--- src/rtl/usr_pkg.sv ---
// usr_pkg: shared command opcodes, shift-register mode codes and sequencer states.
package usr_pkg;

    typedef enum logic [1:0] {
        OP_LOAD = 2'b00,
        OP_SHR  = 2'b01,
        OP_SHL  = 2'b10,
        OP_ROT  = 2'b11
    } op_t;

    typedef enum logic [2:0] {
        M_HOLD = 3'b000,
        M_SHR  = 3'b001,
        M_SHL  = 3'b100,
        M_LOAD = 3'b010,
        M_ROT  = 3'b011
    } mode_t;

    typedef enum logic [1:0] {
        S_IDLE    = 2'b00,
        S_EXEC    = 2'b01,
        S_CAPTURE = 2'b10
    } state_t;

    function automatic mode_t op_mode(input op_t op);
        return op == OP_LOAD ? M_LOAD : op == OP_SHR ? M_SHR : op == OP_SHL ? M_SHL : M_ROT;
    endfunction

endpackage

--- src/rtl/usr_sequencer.sv ---
// usr_sequencer: drives a 4-bit universal shift register through LOAD/SHR/SHL/ROT
// commands and captures its Q once each command completes.
module usr_sequencer
    import usr_pkg::*;
(
    input  logic       clk,
    input  logic       reset,
    input  logic       cmd_valid,
    output logic       cmd_ready,
    input  logic [1:0] cmd_op,
    input  logic [2:0] cmd_count,
    input  logic [3:0] cmd_data,
    input  logic [3:0] q_in,
    output logic [2:0] mode,
    output logic       data_in,
    output logic       parallel_in_0,
    output logic       parallel_in_1,
    output logic       parallel_in_2,
    output logic       parallel_in_3,
    output logic       busy,
    output logic       done,
    output logic [3:0] result
);

    state_t     r_state;
    state_t     w_next;
    op_t        r_op;
    logic [3:0] r_data;
    logic [2:0] r_cnt;
    logic [1:0] r_step;
    logic       r_ready;
    logic       r_done;
    logic [3:0] r_result;
    logic       w_accept;
    logic       w_skip;
    logic [3:0] w_par;

    assign w_accept = cmd_valid & r_ready;
    assign w_skip   = op_t'(cmd_op) != OP_LOAD && cmd_count == 3'd0;

    always_ff @(posedge clk or posedge reset) begin
        if (reset)
            r_state <= S_IDLE;
        else
            r_state <= w_next;
    end

    always_comb begin
        w_next = r_state == S_IDLE ? (w_accept ? (w_skip ? S_CAPTURE : S_EXEC) : S_IDLE) :
                 r_state == S_EXEC ? (r_cnt == 3'd0 ? S_CAPTURE : S_EXEC) : S_IDLE;
    end

    // r_cnt holds the EXEC cycles remaining after the current one; LOAD always gets one.
    always_ff @(posedge clk or posedge reset) begin
        if (reset) begin
            r_op     <= OP_LOAD;
            r_data   <= 4'b0;
            r_cnt    <= 3'd0;
            r_step   <= 2'd0;
            r_ready  <= 1'b0;
            r_done   <= 1'b0;
            r_result <= 4'b0;
        end else begin
            r_ready <= w_next == S_IDLE;
            r_done  <= r_state == S_CAPTURE;
            if (r_state == S_CAPTURE)
                r_result <= q_in;
            if (w_accept) begin
                r_op   <= op_t'(cmd_op);
                r_data <= cmd_data;
                r_cnt  <= (op_t'(cmd_op) == OP_LOAD || w_skip) ? 3'd0 : cmd_count - 3'd1;
                r_step <= 2'd0;
            end else if (r_state == S_EXEC) begin
                r_cnt  <= r_cnt == 3'd0 ? 3'd0 : r_cnt - 3'd1;
                r_step <= r_step + 2'd1;
            end
        end
    end

    always_comb begin
        mode      = r_state == S_EXEC ? op_mode(r_op) : M_HOLD;
        data_in   = r_state == S_EXEC ? r_data[r_step] : 1'b0;
        w_par     = (r_state == S_EXEC && r_op == OP_LOAD) ? r_data : 4'b0;
        busy      = r_state != S_IDLE;
        cmd_ready = r_ready;
        done      = r_done;
        result    = r_result;
    end

    assign {parallel_in_3, parallel_in_2, parallel_in_1, parallel_in_0} = w_par;

endmodule

--- config.mk ---
export PLATFORM = sky130hd
export DESIGN_NAME = usr_sequencer
export DESIGN_NICKNAME = d
export VERILOG_FILES = /design/src/rtl/usr_pkg.sv /design/src/rtl/usr_sequencer.sv
export SDC_FILE = /design/constraint.sdc
export NUM_CORES = 1
export LEC_CHECK = 0
export CAP_MARGIN = 20
export CELL_PAD_IN_SITES_DETAIL_PLACEMENT = 0
export CELL_PAD_IN_SITES_GLOBAL_PLACEMENT = 1
export CORE_ASPECT_RATIO = 1.25
export CORE_MARGIN = 3
export CORE_UTILIZATION = 32
export CTS_BUF_LIST = sky130_fd_sc_hd__clkbuf_2 sky130_fd_sc_hd__clkbuf_4 sky130_fd_sc_hd__clkbuf_8
export DETAILED_ROUTE_END_ITERATION = 6
export PLACE_DENSITY_LB_ADDON = 0.1
export SYNTH_ARGS = -nofsm -noshare
export SYNTH_HDL_FRONTEND = slang
export SYNTH_SLANG_ARGS = --single-unit
--- constraint.sdc ---
create_clock -name clk -period 1.3 [get_ports clk]
set_input_delay 0.26 -clock clk [delete_from_list [all_inputs] [get_ports clk]]
set_output_delay 0.26 -clock clk [all_outputs]
set_load 0.01 [all_outputs]
==> results of run 1 <==
## kinds of logic (layout without fill, tap and decap cells)
family | after synthesis | count (layout) | synth area share, %
mux | 6 | 6 | 7.579
xor+xnor | 3 | 3 | 2.568
compound gates | 11 | 11 | 6.969
flops | 19 | 19 | 46.46
buf+inv | 12 | 74 | 4.767
simple gates | 44 | 44 | 23.10
fa+ha+maj | 7 | 7 | 8.557
## per-layer routing
metal / wire [um] / global-route usage, % / up-vias
li1: - / - / 464
met1: 1049 / 16.29 / 464
met2: 1430 / 24.16 / 14
met3: 82 / 3.724 / 2
met4: 15 / 4.749 / 0
met5: 0 / 0 / -
## area by class of cell
type | instances | area share [%]
clock inverters | 1 | 0.2835
inverters | 8 | 1.701
clock buffers | 3 | 1.276
multi-input cells | 71 | 35.65
well taps | 36 | 2.551
repair buffers | 62 | 31.54
flip-flops and latches | 19 | 27.00
## report_power, final
group          switching [mW]  internal, mW
clock network           0.186         0.115
registers               0.199         0.873
logic                   0.976          1.46
total                    1.36          2.45
## registers in the layout, summed over array words and instances, names as in the netlist
| name | cells |
|---|---|
| cmd_ready | 1 |
| r_op | 2 |
| done | 1 |
| r_cnt | 3 |
| r_state | 2 |
| result | 4 |
| r_data | 4 |
| r_step | 2 |
## layout by cell type, fill, tap and decap left out, types with 2 or more instances in the layout
cell / n
buf_4: 25
dfrtp_1: 18
nand2_1: 17
buf_6: 14
clkdlybuf4s50_1: 13
dlygate4sd2_1: 7
nor2_1: 5
inv_1: 5
mux2_4: 4
ha_4: 4
o21ai_0: 3
inv_2: 3
and3_4: 3
ha_1: 3
clkbuf_4: 3
nand2b_4: 2
xor2_1: 2
nor2b_4: 2
and2_4: 2
nand3b_1: 2
buf_2: 2
## worst paths after layout
check | start | to | slack [ps] | cells past startpoint
hold / removal | reset | done$_DFF_PP0_ | 280 | 3
min in group clk | cmd_count[0] | r_cnt[0]$_DFFE_PP0P_ | 300 | 2
setup / recovery | r_step[0]$_DFFE_PP0P_ | data_in | -410 | 3
max in group asynchronous | reset | r_state[1]$_DFF_PP0_ | 810 | 3
hold reg to reg | result[0]$_DFFE_PP0P_ | result[0]$_DFFE_PP0P_ | 520 | 1
setup reg to reg | r_state[1]$_DFF_PP0_ | result[1]$_DFFE_PP0P_ | -10 | 4
## what timing repair did
item,CTS,global route
pin swaps,8,5
setup buffers,6,4
endpoints found under the setup margin,18,17
gates resized for setup,62,29
## worst reg2reg max path, stage by stage, from the launching register on
cell and delay (ps):
dfrtp_2 430, buf_6 120, buf_6 100, nor2b_4 230, mux2_4 320
## per-stage QoR
step	instance area, um^2	utilization (%)
global placement	1540	51.33
detailed placement	1540	51.33
global route	1765	58.84
floorplan	1026	-
finish	1765	58.84
CTS	1634	54.46
==> run_results.csv, run 1 <==
group,metric,value,unit
outcome,outcome,"finished, violations left",
outcome,violations,"setup timing",
setup_path,cp.arrival,1450,ps
synthesis,synth_area_per_cell,10.03,um^2
cts,htree_num_levels,1,
synthesis,yosys.area.top_type_share,46.45,%
setup_path,cp-start-kind,"register",
timing,whs,276.8,ps
finish,n_fill_cell,284,
cts,ctsHoldBuffers,0,
power,ir_drop,1.105,mV
floorplan,rows,22,
setup_path,crit_buf_inv,1,
power,power_density,2156,nW/um^2
placement,placed_cells,189,
route,via_per_inst,4.720,
global_route,overflow,0,
finish,multi_input_area,629.4,um^2
timing,final_max_slew_viol_count,0,
power,power.total,3.806,mW
global_route,grt_start_max_net_pins,20,
job,maxCapViolCount,0,
synthesis,async_reset_ff_share,100.0,%
power,leakage,0.8576,nW
timing,relSlewSlack,81.16,%
floorplan,fp.dieH,69.23,um
synthesis,syn_inst,102,
finish,final_net_count,188,
setup_path,path_cells,"mux4_2 -> and2_4 -> buf_6",
synthesis,synth_area_leaders,"dfrtp_1, ha_1, nand2_1",
synthesis,yosys_warnings,0,
timing,worst_pin_slew,278.7,ps
floorplan,dieArea,3917,um^2
synthesis,ys_types,35,
setup_path,worst_path_max_delay_cell,"mux4_2",
synthesis,syn_area,1023,um^2
setup_path,crit_fanout,2,
setup_path,crit_path_end_kind,"output port",
synthesis,seq_area_frac_synth,46.45,%
route,drt-initial-drc-count,15,
timing,final_hold_viol_count,0,
cts,worstSkewPairLatency,300,ps
cts,clock_sinks,19,
synthesis,synth.most_common_cell,"dfrtp_1",
floorplan,core_area,3000,um^2
global_route,grt_pass1_wl,4305,um
cts,numCtsBuffers,3,
route,drtAntennaViolNets,0,
synthesis,synth.top_cells.by_count,"dfrtp_1, nand2_1, inv_1",
route,drt-pass1-iter-count,4,
setup_path,critPathKind,"register to output port",
synthesis,synth_top_area_cell,"dfrtp_1",
route,drt-total-wl,2578,um
global_route,track_usage,13.94,%
floorplan,start_util,34.11,%
cts,clk_pin_slew,110,ps
synthesis,ys_ff_latch,19,
timing,finalCritPeriodShare,131.2,%
synthesis,synth-edff-count,0,
global_route,grt_pass1_vias,958,
placement,place_ws,-445.7,ps
route,drcViolationCount,0,
placement,portBuffers,30,
finish,diodes,0,
timing,tns,-2284,ps
timing,finClkSkew,1.818,ps
timing,grt_setup_unrepaired,"yes",
synthesis,yosys_most_used_dff,"dfrtp_1",
floorplan,ios,31,
cts,root_buffer,"clkbuf_4",
finish,drive_gt1_share,46.34,%
route,vias,944,
setup_path,cp_data_required_time,1040,ps
timing,setup_ws,-405.6,ps
hold_path,hp-class,"primary input to asynchronous set/reset pin",
placement,dp.final_hpwl,1842,um
global_route,antenna_found_initial,0,
setup_path,cp_top_family,"multiplexers",
placement,gp_congestion,0.7184,
cts,cts_tree,"built",
cts,ctsLongestPathBuffers,2,
timing,period_minus_slack,1706,ps
timing,max_freq,586.3,MHz
route,wl_per_cell,12.89,um
finish,seqCellArea,476.7,um^2
finish,area_delta_synth_final,72.49,%
synthesis,syn_nets,125,
timing,setup_viol,14,
finish,instances_no_fill,200,
setup_path,slowest_delay,500,ps
floorplan,die_w,56.59,um
(Power assumes the default switching activity.)
==> run 2: changes to the inputs <==
--- a/config.mk
+++ b/config.mk
@@ -9,7 +9,6 @@
 export CELL_PAD_IN_SITES_DETAIL_PLACEMENT = 0
 export CELL_PAD_IN_SITES_GLOBAL_PLACEMENT = 1
 export CORE_ASPECT_RATIO = 1.25
-export CORE_MARGIN = 3
 export CORE_UTILIZATION = 32
 export CTS_BUF_LIST = sky130_fd_sc_hd__clkbuf_2 sky130_fd_sc_hd__clkbuf_4 sky130_fd_sc_hd__clkbuf_8
 export DETAILED_ROUTE_END_ITERATION = 6
==> run 2 against run 1 <==
The run still ends with setup timing left. Power decreased by 5.2%. Via count decreased by 1.5%. Count of clock-buffer cells in the layout unchanged. Clock power fell by 2%. Critical endpoint unchanged. Combinational power decreased by 8%. Clock skew hardly changed. Critical path type unchanged. Fmax is essentially flat. Cell count down 0.50%. Wire length shrank 4.2%. Design area shrank 3.5%. First-iteration DRC count shrank 60%.
==> run_results.csv, run 2 (synthesis results as in run 1) <==
group,metric,value,unit
route,wl_per_cell,12.42,um
global_route,overflow,0,
floorplan,core_area,3000,um^2
placement,placed_cell_area,1533,um^2
setup_path,slowest_delay,500,ps
setup_path,ff2ff_path_depth,4,
placement,place_ws,-446.6,ps
setup_path,crit_start,"r_step[0]$_DFFE_PP0P_",
outcome,violations,"setup timing",
route,drt-pass1-iter-count,3,
cts,ctsHoldBuffers,0,
cts,clk_pin_slew,110,ps
global_route,grt_pass1_wl,4153,um
setup_path,cp_top_family,"multiplexers",
cts,clock_sinks,19,
setup_path,critPathKind,"register to output port",
cts,cts_tree,"built",
cts,htree_num_levels,1,
timing,final_max_slew_viol_count,0,
setup_path,crit_path_end_kind,"output port",
setup_path,critPathCapture,"data_in",
route,drcViolationCount,0,
route,dr_wl_met3,78,um
outcome,outcome,"finished, violations left",
finish,layout_commonest_cell,"buf_4",
timing,worst_pin_slew,361.2,ps
route,dr.max_layer_used,"met4",
route,via_per_inst,4.673,
timing,grt_setup_unrepaired,"yes",
floorplan,rows,22,
placement,placed_cells,188,
setup_path,path_depth,3,
global_route,grt_pass1_vias,956,
job,maxCapViolCount,0,
finish,area_delta_synth_final,66.38,%
floorplan,dieArea,3430,um^2
route,drt-met1-wl,1053,um
finish,diodes,0,
cts,numCtsBuffers,3,
setup_path,cp-start-kind,"register",
timing,finClkSkew,1.472,ps
floorplan,fp.dieH,65.23,um
cts,root_buffer,"clkbuf_4",
timing,setup_viol,11,
setup_path,crit_buf_inv,1,
timing,period_minus_slack,1707,ps
finish,drive_gt1_share,44.17,%
setup_path,worst_path_max_delay_cell,"mux4_2",
timing,finalCritPeriodShare,131.3,%
setup_path,r2r_setup_slack,-90,ps
route,vias,930,
global_route,grt_start_max_net_pins,20,
power,ir_drop,1.207,mV
hold_path,hp-class,"primary input to asynchronous set/reset pin",
floorplan,die_w,52.59,um
finish,post-route-cell-area,1703,um^2
timing,final_hold_viol_count,0,
placement,dp.final_hpwl,1773,um
setup_path,crit_fanout,2,
power,leakage,0.8559,nW
global_route,antenna_found_initial,0,
cts,worstSkewPairLatency,290,ps
placement,portBuffers,30,
setup_path,cp_data_required_time,1040,ps
global_route,track_usage,16.36,%
finish,final_net_count,187,
route,route.met2.wl,1324,um
floorplan,ios,31,
setup_path,timing.rr.start,"r_state[0]$_DFF_PP0_",
route,drt-total-wl,2471,um
route,drt-initial-drc-count,6,
setup_path,reg2reg_to,"r_state[1]$_DFF_PP0_",
finish,final_cell_mix,"buf_4, dfrtp_1, nand2_1",
route,drtAntennaViolNets,0,
power,power_density,2119,nW/um^2
timing,relSlewSlack,75.83,%
power,power.total,3.608,mW
setup_path,path_cells,"mux4_2 -> and2_4 -> buf_6",
floorplan,start_util,34.11,%
placement,gp_congestion,0.7266,
finish,instances_no_fill,199,
cts,ctsLongestPathBuffers,2,
timing,setup_ws,-406.7,ps
timing,max_freq,585.9,MHz
setup_path,cp.arrival,1450,ps
-- run 2: layer usage --
layer  GRT usage [%]  vias to the layer above
met3           2.778                        2
met1           19.82                      449
li1                -                      464
met2           29.27                       15
met4           3.947                        0
met5               0                        -
-- run 2: how the worst min path moves through the flow --
stage | start | to | slack [ps] | cells after the start
after floorplan | reset | cmd_ready$_DFF_PP0_ | 210 | 1
after detailed placement | r_data[2]$_DFFE_PP0P_ | r_data[2]$_DFFE_PP0P_ | 490 | 2
final | reset | done$_DFF_PP0_ | 280 | 3
after global placement | r_data[2]$_DFFE_PP0P_ | r_data[2]$_DFFE_PP0P_ | 470 | 2
after global routing | reset | r_state[1]$_DFF_PP0_ | 320 | 3
after CTS | reset | done$_DFF_PP0_ | 280 | 3
-- run 2: worst reg2reg max path: cells and delay by family (launching register included) --
family,cells,cell delay [ps]
AOI/OAI and AO/OA,1,150
and+or+nand+nor,1,510
buffers and inverters,2,250
DFF,1,420
-- run 2: final cells by class --
class / instances / area, um^2
inverters: 8 / 30.03
well taps: 36 / 45.04
clock buffers: 3 / 22.52
repair buffers: 61 / 530.5
clock inverters: 1 / 5.005
multi-input cells: 71 / 594.3
flip-flops and latches: 19 / 475.5
fillers: 282 / 1297
-- run 2: where the power goes --
part	internal, mW	total (mW)	switching (mW)
clock	0.114	0.296	0.182
sequential	0.872	1.07	0.201
combinational	1.35	2.24	0.891
-- run 2: timing repair --
item,in CTS,in global routing
resized for setup,73,11
endpoints found under the setup margin,22,19
pin swaps,12,11
buffers inserted,7,4
-- run 2: stage by stage --
step | hold WS, ps | utilization [%] | TNS (ps)
floorplan | 211.1 | - | 0
global placement | 474.5 | 51.08 | -4771
detailed placement | 489.4 | 51.08 | -5225
CTS | 282.2 | 55.71 | -2955
global route | 321.7 | 56.76 | -3300
finish | 278.4 | 56.76 | -2323
==> run 3: changes to the inputs <==
--- a/config.mk
+++ b/config.mk
@@ -12,7 +12,7 @@
 export CORE_UTILIZATION = 32
 export CTS_BUF_LIST = sky130_fd_sc_hd__clkbuf_2 sky130_fd_sc_hd__clkbuf_4 sky130_fd_sc_hd__clkbuf_8
 export DETAILED_ROUTE_END_ITERATION = 6
-export PLACE_DENSITY_LB_ADDON = 0.1
+export PLACE_DENSITY = 0.73
 export SYNTH_ARGS = -nofsm -noshare
 export SYNTH_HDL_FRONTEND = slang
 export SYNTH_SLANG_ARGS = --single-unit
==> run 3 against run 2 <==
The run still ends with setup timing left. Register-to-register slack worse by 50 ps. Combinational power increased by 12%. Clock power grew 12%. Cell count is the same. Die area did not move. Critical path type unchanged.
==> run_results.csv, run 3 (synthesis results as in run 1) <==
group,metric,value,unit
cts,clk_pin_slew,120,ps
global_route,grt_pass1_vias,949,
setup_path,cp_data_required_time,1040,ps
timing,grt_setup_unrepaired,"yes",
route,via_per_inst,4.633,
timing,finClkSkew,1.033,ps
setup_path,reg2reg_to,"r_state[1]$_DFF_PP0_",
global_route,track_usage,16.77,%
setup_path,crit_start,"r_step[0]$_DFFE_PP0P_",
setup_path,ff2ff_path_depth,5,
cts,worstSkewPairLatency,290,ps
setup_path,timing.rr.start,"r_state[0]$_DFF_PP0_",
finish,multi_input_area,605.6,um^2
outcome,violations,"setup timing",
placement,dp.final_hpwl,1801,um
cts,cts_tree,"built",
floorplan,ios,31,
route,dr_wl_met3,56,um
floorplan,start_util,34.11,%
finish,layout_commonest_cell,"dfrtp_1",
floorplan,rows,22,
global_route,grt_pass1_wl,4160,um
floorplan,dieArea,3430,um^2
route,wl_per_cell,12.84,um
route,drt-initial-drc-count,7,
global_route,antenna_found_initial,0,
finish,seqCellArea,475.5,um^2
placement,gp_congestion,0.7717,
cts,clock_sinks,19,
timing,setup_ws,-408.0,ps
finish,fin_util,58.76,%
route,route.met2.wl,1479,um
setup_path,critPathCapture,"data_in",
timing,setup_viol,14,
power,power_density,2211,nW/um^2
setup_path,crit_fanout,2,
placement,placed_cell_area,1523,um^2
cts,ctsHoldBuffers,0,
cts,numCtsBuffers,3,
route,drt-pass1-iter-count,4,
timing,max_freq,585.5,MHz
route,drt-met1-wl,1002,um
job,maxCapViolCount,0,
finish,instances_no_fill,199,
timing,worst_pin_slew,360.2,ps
outcome,outcome,"finished, violations left",
cts,ctsLongestPathBuffers,2,
route,dr.max_layer_used,"met4",
finish,final_net_count,187,
cts,root_buffer,"clkbuf_4",
floorplan,core_area,3000,um^2
timing,period_minus_slack,1708,ps
global_route,overflow,0,
hold_path,hp-class,"primary input to asynchronous set/reset pin",
placement,placed_cells,185,
finish,post-route-cell-area,1763,um^2
global_route,grt_start_max_net_pins,20,
timing,relSlewSlack,75.90,%
route,vias,922,
finish,n_fill_cell,258,
finish,drive_gt1_share,44.17,%
floorplan,fp.dieH,65.23,um
floorplan,die_w,52.59,um
finish,diodes,0,
finish,final_cell_mix,"dfrtp_1, buf_4, nand2_1, buf_6, clkdlybuf4s50_1",
placement,portBuffers,30,
timing,finalCritPeriodShare,131.4,%
timing,final_max_slew_viol_count,0,
setup_path,cp-start-kind,"register",
setup_path,critPathKind,"register to output port",
timing,whs,276.4,ps
route,drtAntennaViolNets,0,
setup_path,crit_path_end_kind,"output port",
route,drt-total-wl,2556,um
route,drcViolationCount,0,
timing,final_hold_viol_count,0,
cts,htree_num_levels,1,
setup_path,cp.arrival,1450,ps
power,ir_drop,1.117,mV
setup_path,r2r_setup_slack,-140,ps
power,leakage,0.8707,nW
finish,area_delta_synth_final,72.25,%
-- run 3: per-stage QoR --
| step | setup slack, ps | TNS (ps) | power [mW] |
|---|---|---|---|
| after global routing | -462.6 | -3986 | 4.190 |
| after global placement | -414.9 | -4603 | 2.918 |
| after CTS | -431.4 | -3210 | 3.672 |
| after floorplan | 0.2696 | 0 | 1.984 |
| final | -408.0 | -3181 | 3.898 |
| after detailed placement | -457.8 | -4982 | 2.984 |
-- run 3: metal layers --
layer / up-vias / global-route usage, %
li1: 462 / -
met1: 445 / 19.77
met2: 13 / 30.70
met3: 2 / 2.778
met4: 0 / 3.947
met5: - / 0
-- run 3: area by class of cell --
cell class,count,share of cell area [%]
well taps,36,2.555
clock buffers,4,1.703
inverters,8,1.703
flip-flops and latches,19,26.97
repair buffers,61,32.72
multi-input cells,71,34.35
-- run 3: how the worst min path moves through the flow --
stage                          startpoint  cells after the start               endpoint  slack, ps
floorplan                           reset                      1    cmd_ready$_DFF_PP0_        210
global placement    result[2]$_DFFE_PP0P_                      1  result[2]$_DFFE_PP0P_        490
CTS                          cmd_count[0]                      2   r_cnt[0]$_DFFE_PP0P_        280
detailed placement  result[2]$_DFFE_PP0P_                      1  result[2]$_DFFE_PP0P_        500
finish                              reset                      3  result[0]$_DFFE_PP0P_        280
global route                        reset                      3  r_data[0]$_DFFE_PP0P_        310
-- run 3: power by group --
part           total, mW  switching, mW  internal, mW
registers           1.07          0.199         0.871
logic               2.50          0.973          1.52
clock network      0.332          0.192         0.140
total               3.90           1.36          2.53
-- run 3: worst max-delay path: stages (launching register included) --
cell,delay (ps)
dfrtp_1,390
mux4_2,500
and2_4,150
buf_6,110
-- run 3: what timing repair did --
item                       in CTS  in global routing
gates resized for setup        69                 17
buffers inserted                6                  6
gates cloned                    0                  0
pin swaps                      12                  7
setup endpoints to repair      18                 16
